===== src/rtl/counter_sweep_pkg.sv =====
// counter_sweep_pkg -- shared types and constants for the sweep controller.
//   CNT_W          : counter width (4)
//   DIR_UP/DIR_DOWN: direction encodings for cmd_dir / latched direction
//   state_t        : controller FSM states (IDLE, RUN)
//   is_wrap()      : true when a step from 'cur' in direction 'up' crosses
//                    the 15<->0 boundary
package counter_sweep_pkg;

  localparam int CNT_W = 4;

  localparam logic DIR_UP   = 1'b1;
  localparam logic DIR_DOWN = 1'b0;

  typedef enum logic {
    IDLE = 1'b0,
    RUN  = 1'b1
  } state_t;

  function automatic logic is_wrap(input logic [CNT_W-1:0] cur, input logic up);
    return up ? (cur == {CNT_W{1'b1}}) : (cur == '0);
  endfunction

endpackage


===== src/rtl/updown_count4.sv =====
// updown_count4 -- 4-bit loadable up/down counter with a registered wrap flag.
// Ports:
//   clk, reset  : clock, synchronous active-high reset (count=0, wrap_pulse=0)
//   load        : load load_val into count (wins over en, never flags wrap)
//   load_val    : value loaded on load
//   en          : step count by one in direction 'up' (1=up, 0=down), mod 16
//   up          : step direction
//   count       : current count (registered)
//   wrap_pulse  : one-cycle pulse in the cycle after a 15->0 or 0->15 step
module updown_count4
  import counter_sweep_pkg::*;
(
  input  logic             clk,
  input  logic             reset,
  input  logic             load,
  input  logic [CNT_W-1:0] load_val,
  input  logic             en,
  input  logic             up,
  output logic [CNT_W-1:0] count,
  output logic             wrap_pulse
);

  always_ff @(posedge clk) begin
    if (reset) begin
      count      <= '0;
      wrap_pulse <= 1'b0;
    end else begin
      wrap_pulse <= 1'b0;
      if (load) begin
        count <= load_val;
      end else if (en) begin
        count      <= up ? count + 1'b1 : count - 1'b1;
        wrap_pulse <= is_wrap(count, up);
      end
    end
  end

endmodule


===== src/rtl/counter_sweep_ctrl.sv =====
// counter_sweep_ctrl -- sweeps a 4-bit counter from a start value to a target
// value in a commanded direction, with pause and abort.
// Optional feature macro: SWEEP_PINGPONG_EN -- when defined, cmd_reps is
// latched and each target hit with reversals left bounces the sweep back
// toward the original start value instead of finishing.
// Ports:
//   clk, reset            : clock, synchronous active-high reset
//   cmd_valid/cmd_ready   : command handshake; ready only while IDLE
//   cmd_start/cmd_target  : count loaded at acceptance / count ending sweep
//   cmd_dir               : 1=up, 0=down
//   cmd_reps              : ping-pong reversals (ignored unless feature on)
//   pause                 : hold everything while high in RUN
//   abort                 : end the active sweep next edge (beats pause/target)
//   count                 : current counter value
//   busy                  : high while not IDLE
//   done/aborted          : one-cycle completion pulses
//   wrap                  : one-cycle pulse after a 15->0 or 0->15 step
module counter_sweep_ctrl
  import counter_sweep_pkg::*;
(
  input  logic             clk,
  input  logic             reset,
  input  logic             cmd_valid,
  output logic             cmd_ready,
  input  logic [CNT_W-1:0] cmd_start,
  input  logic [CNT_W-1:0] cmd_target,
  input  logic             cmd_dir,
  input  logic [3:0]       cmd_reps,
  input  logic             pause,
  input  logic             abort,
  output logic [CNT_W-1:0] count,
  output logic             busy,
  output logic             done,
  output logic             aborted,
  output logic             wrap
);

  state_t           state_q, state_d;
  logic             dir_q, dir_d;
  logic [CNT_W-1:0] tgt_q, tgt_d;
  logic             accept;
  logic             at_tgt;
  logic             reverse;
  logic             cnt_load, cnt_en, cnt_up;
  logic             done_d, aborted_d;

`ifdef SWEEP_PINGPONG_EN
  logic [CNT_W-1:0] start_q;
  logic [3:0]       reps_q, reps_d;

  assign reverse = (reps_q != 4'd0);
`else
  logic unused_reps;

  assign unused_reps = ^cmd_reps;
  assign reverse     = 1'b0;
`endif

  assign accept = cmd_valid && cmd_ready;
  assign at_tgt = (count == tgt_q);

  always_comb begin
    state_d   = state_q;
    dir_d     = dir_q;
    tgt_d     = tgt_q;
    cnt_load  = 1'b0;
    cnt_en    = 1'b0;
    cnt_up    = dir_q;
    done_d    = 1'b0;
    aborted_d = 1'b0;
`ifdef SWEEP_PINGPONG_EN
    reps_d    = reps_q;
`endif
    case (state_q)
      IDLE: begin
        if (accept) begin
          state_d  = RUN;
          dir_d    = cmd_dir;
          tgt_d    = cmd_target;
          cnt_load = 1'b1;
`ifdef SWEEP_PINGPONG_EN
          reps_d   = cmd_reps;
`endif
        end
      end
      RUN: begin
        if (abort) begin
          state_d   = IDLE;
          aborted_d = 1'b1;
        end else if (!pause) begin
          if (at_tgt && reverse) begin
            // Bounce: turn around on the same edge and take the first step
            // of the return leg so the target value is not seen twice.
            dir_d  = ~dir_q;
            cnt_up = ~dir_q;
            cnt_en = 1'b1;
`ifdef SWEEP_PINGPONG_EN
            tgt_d  = start_q;
            reps_d = reps_q - 4'd1;
`endif
          end else if (at_tgt) begin
            state_d = IDLE;
            done_d  = 1'b1;
          end else begin
            cnt_en = 1'b1;
          end
        end
      end
      default: state_d = IDLE;
    endcase
  end

  always_ff @(posedge clk) begin
    if (reset) begin
      state_q   <= IDLE;
      dir_q     <= DIR_UP;
      tgt_q     <= '0;
      busy      <= 1'b0;
      cmd_ready <= 1'b1;
      done      <= 1'b0;
      aborted   <= 1'b0;
    end else begin
      state_q   <= state_d;
      dir_q     <= dir_d;
      tgt_q     <= tgt_d;
      busy      <= (state_d != IDLE);
      cmd_ready <= (state_d == IDLE);
      done      <= done_d;
      aborted   <= aborted_d;
    end
  end

`ifdef SWEEP_PINGPONG_EN
  always_ff @(posedge clk) begin
    if (reset) begin
      start_q <= '0;
      reps_q  <= 4'd0;
    end else begin
      if (accept) start_q <= cmd_start;
      reps_q <= reps_d;
    end
  end
`endif

  updown_count4 u_cnt (
    .clk        (clk),
    .reset      (reset),
    .load       (cnt_load),
    .load_val   (cmd_start),
    .en         (cnt_en),
    .up         (cnt_up),
    .count      (count),
    .wrap_pulse (wrap)
  );

endmodule


===== config.mk =====
export PLATFORM = sky130hd
export DESIGN_NAME = counter_sweep_ctrl
export DESIGN_NICKNAME = d
export VERILOG_FILES = /design/src/rtl/counter_sweep_pkg.sv /design/src/rtl/updown_count4.sv /design/src/rtl/counter_sweep_ctrl.sv
export SDC_FILE = /design/constraint.sdc
export NUM_CORES = 1
export LEC_CHECK = 0
export ABC_AREA = 1
export BUFFER_PORTS_ARGS = -buffer_cell sky130_fd_sc_hd__buf_2
export CORE_MARGIN = 1.5
export CORE_UTILIZATION = 42
export CTS_BUF_LIST = sky130_fd_sc_hd__clkbuf_16
export DETAILED_ROUTE_END_ITERATION = 8
export PLACE_DENSITY = 0.68
export SETUP_SLACK_MARGIN = 0.05
export SLEW_MARGIN = 20
export SYNTH_ARGS = -nofsm -noshare
export SYNTH_HDL_FRONTEND = slang
export SYNTH_SLANG_ARGS = --single-unit

===== constraint.sdc =====
create_clock -name clk -period 1.45 [get_ports clk]
set_clock_uncertainty 0.1 [all_clocks]
set_input_delay 0.2175 -clock clk [delete_from_list [all_inputs] [get_ports clk]]
set_output_delay 0.2175 -clock clk [all_outputs]
set_load 0.02 [all_outputs]

==> results.tsv <==
stage	metric	value	unit
run_status	status	complete, no violations	
logic_synthesis	yosys.cell_count.top_type	nand2_1	
worst_setup_path	worstSetupPathType	flip-flop to flip-flop	
flow_run	maxCapViolations	0	
timing	worstMarginPinSlew	0.290	ns
worst_setup_path	cpMaxStageDelayCell	fa_2	
worst_setup_path	r2r_end	u_cnt.count[2]$_SDFFE_PP0P_	
logic_synthesis	netlist_instances	103	
timing	fin_crit_sh	97.3	%
worst_setup_path	arrival	1.44	ns
power_and_ir_drop	combPwrFrac	28.3	%
finish	layoutNonFillerInstCount	158	
worst_setup_path	cp-endpoint	u_cnt.count[2]$_SDFFE_PP0P_	
clock_network	cts.htree.levels	1	
clock_network	cts_num_sinks	14	
worst_setup_path	crit_path_end_kind	flip-flop	
drt	wl_met1	773	um
drt	ant_nets	0	
global_route	grt_pass1_vias	688	
worst_setup_path	cp_num_cells	6	
logic_synthesis	ys_warn_count	0	
power_and_ir_drop	p_switching	412	uW
placed_design	port_buffers	22	
logic_synthesis	synthesis.nets	124	
worst_setup_path	r2r-start	u_cnt.count[0]$_SDFFE_PP0P_	
clock_network	worstSkewPairLatency	0.24	ns
die	num_rows	15	
placed_design	dp_cells	153	
logic_synthesis	synth_common_cells	25 x nand2_1, 14 x dfxtp_1, 9 x inv_1	
power_and_ir_drop	seqPwrFrac	34.0	%
drt	drtIter0Drc	38	
global_route	overflow	0	
logic_synthesis	synthTopCellsByArea	dfxtp_1 36%, nand2_1 12%, a21oi_1 5.1%	
drt	wl_met2	883	um
global_route	grt_max_degree	14	
finish	drive_above_1_share	42.9	%
finish	antenna_cells	0	
timing	grt_setup_unrepaired	yes	
drt	wl_per_cell	11.2	um
finish	nNetsFinal	155	
logic_synthesis	syn_area_per_cell	7.64	sq um
placed_design	globalplace.congestion	0.752	
drt	viasPerCell	4.91	
worst_setup_path	cp-startpoint	u_cnt.count[0]$_SDFFE_PP0P_	
timing	hold_violations	0	
worst_setup_path	cp.required	1.48	ns
worst_setup_path	cpPeakStageDelay	0.38	ns
die	die_y	46.3	um
timing	setup_viol_count_final	0	
drt	drt_first_pass_iters	4	
timing	clock.fmax	709	MHz
logic_synthesis	synth_ff_type	dfxtp_1	
clock_network	clock_path_buffers	2	
logic_synthesis	synth_cell_types	26	
worst_setup_path	crit_path_cell_trace	fa_2, xor2_1, mux2i_1, nand2_2, nand2_1, nor2_1	
clock_network	cts_buffers	3	
global_route	grt_first_pass_wirelength	2860	um
worst_setup_path	cp-start-kind	flip-flop	
worst_setup_path	path_buf_inv	0	
drt	drcViolationCount	0	
clock_network	path_clk_slew	0.05	ns
timing	slew_headroom	80.7	%
logic_synthesis	postSynthRegisterBits	14	
power_and_ir_drop	peakVddDrop	0.000609	V
timing	maxSlewViolCount	0	
die	num_io_pins	27	
hold_path	hp-class	input pin to flip-flop	
drt	dr.max_layer_used	met4	
power_and_ir_drop	power.internal	948	uW
logic_synthesis	yosysSeqAreaShare	35.6	%
logic_synthesis	syn_area	787	sq um
finish	area.growth.synth_to_final	36.6	%
timing	whs	0.0976	ns
global_route	grt.total_usage	19.3	%
clock_network	ctsRootBufferMaster	clkbuf_16	
power_and_ir_drop	p_leak	0.546	nW
drt	vias	775	
clock_network	cts_hold_buf	0	
power_and_ir_drop	p_per_area	1270	nW/um^2
die	fp.dieArea	2140	sq um
logic_synthesis	synth-edff-count	0	
logic_synthesis	synth_top_area_share	35.6	%
logic_synthesis	synth-async-reset-ratio	0	%
logic_synthesis	yosys.area.top_type	dfxtp_1	
die	die_w	46.3	um
worst_setup_path	path_delay_family	adder cells	
finish	fillCellCount	171	
timing	finalCriticalPeriod	1.41	ns
drt	wirelength	1760	um
clock_network	cts_tree	done	
worst_setup_path	ff2ff_setup_slack	0.04	ns
power_and_ir_drop	switching_share	30.3	%
global_route	grt_antenna_before_repair	0	
drt	dr_wl_met3	82	um
die	coreArea	1750	sq um
placed_design	dp_hpwl	1280	um
die	initial_utilization	45.1	%
worst_setup_path	cp_max_fo	2	
power_and_ir_drop	power.share.clock	37.7	%
worst_setup_path	reg2reg_depth	6	
worst min-delay path, stage by stage:
cell      delay, ns
buf_2          0.08
nand2_1        0.05
o211ai_1       0.06
cell usage in the layout (no fill, tap or decap), types with 4 or more instances in the layout:
| cell | instances |
|---|---|
| nand2_1 | 25 |
| nand2_2 | 6 |
| inv_1 | 8 |
| dfxtp_1 | 10 |
| inv_2 | 5 |
| nand3_1 | 4 |
| buf_4 | 4 |
| o21ai_1 | 4 |
| a21oi_1 | 7 |
| buf_2 | 22 |
how the worst min path moves through the flow:
| stage | startpoint | endpoint | slack, ns | cells after the start |
|---|---|---|---|---|
| global route | reset | u_cnt.count[0]$_SDFFE_PP0P_ | 0.10 | 2 |
| CTS | reset | u_cnt.count[0]$_SDFFE_PP0P_ | 0.09 | 2 |
| floorplan | reset | u_cnt.count[0]$_SDFFE_PP0P_ | 0.18 | 1 |
| detailed placement | reset | u_cnt.count[0]$_SDFFE_PP0P_ | 0.34 | 2 |
| finish | cmd_dir | dir_q$_SDFFE_PP1P_ | 0.1 | 3 |
| global placement | cmd_dir | dir_q$_SDFFE_PP1P_ | 0.33 | 3 |
flip-flops by register name, indices dropped and copies added, names as in the netlist:
signal	count
state_q	1
dir_q	1
tgt_q	4
u_cnt.wrap_pulse	1
done	1
u_cnt.count	4
aborted	1
cmd_ready	1
area by class of cell:
class,count,area [sq um],area share [%]
inverters,14,55.1,5.12
well taps,25,31.3,2.91
multi-input cells,74,468,43.5
flip-flops and latches,14,290,27.0
clock buffers,3,75.1,6.98
clock inverters,1,3.75,0.349
repair buffers,27,151,14.1
cells by family after synthesis:
kind of cell             Yosys count  synth area share [%]
adder cells (fa/ha/maj)            3                  5.72
flip-flops                        14                  35.6
AND/OR/NAND/NOR                   53                  38.0
multiplexers                       1                  1.27
AO/OA/AOI/OAI                     15                  9.86
XOR/XNOR                           2                  2.23
buffers and inverters             15                  7.31
power by group through the flow:
stage / logic [mW] / clock network [mW] / registers [mW]
after floorplan: 0.246 / 0 / 0.489
after global placement: 0.363 / 0 / 0.463
after detailed placement: 0.373 / 0 / 0.465
after CTS: 0.379 / 0.523 / 0.460
after global routing: 0.427 / 0.540 / 0.466
final: 0.385 / 0.513 / 0.462
timing repair:
| action | 4_1_cts | 5_1_grt |
|---|---|---|
| pin swaps | 0 | 2 |
| buffers inserted | 0 | 1 |
| endpoints found under the setup margin | 3 | 5 |
| gates resized for setup | 3 | 3 |
routing by layer:
metal | track usage (%) | vias to the layer above
met5 | 0 | -
met4 | 8.57 | 0
met3 | 3.53 | 4
met2 | 33.1 | 27
met1 | 23.0 | 350
li1 | - | 394
stage by stage:
| stage | setup slack (ns) | util (%) | instance area (sq um) | total power [mW] | TNS (ns) |
|---|---|---|---|---|---|
| 6_report | 0.0396 | 61.6 | 1070 | 1.36 | 0 |
| 3_3_place_gp | 0.00523 | 55.8 | 975 | 0.826 | 0 |
| 5_1_grt | -0.0131 | 61.6 | 1070 | 1.43 | -0.0254 |
| 3_5_place_dp | -0.0147 | 55.8 | 975 | 0.837 | -0.0147 |
| 2_1_floorplan | 0.0367 | - | 808 | 0.735 | 0 |
| 4_1_cts | 0.0374 | 60.6 | 1060 | 1.36 | 0 |
No activity file was read; power rests on OpenSTA's default activity.
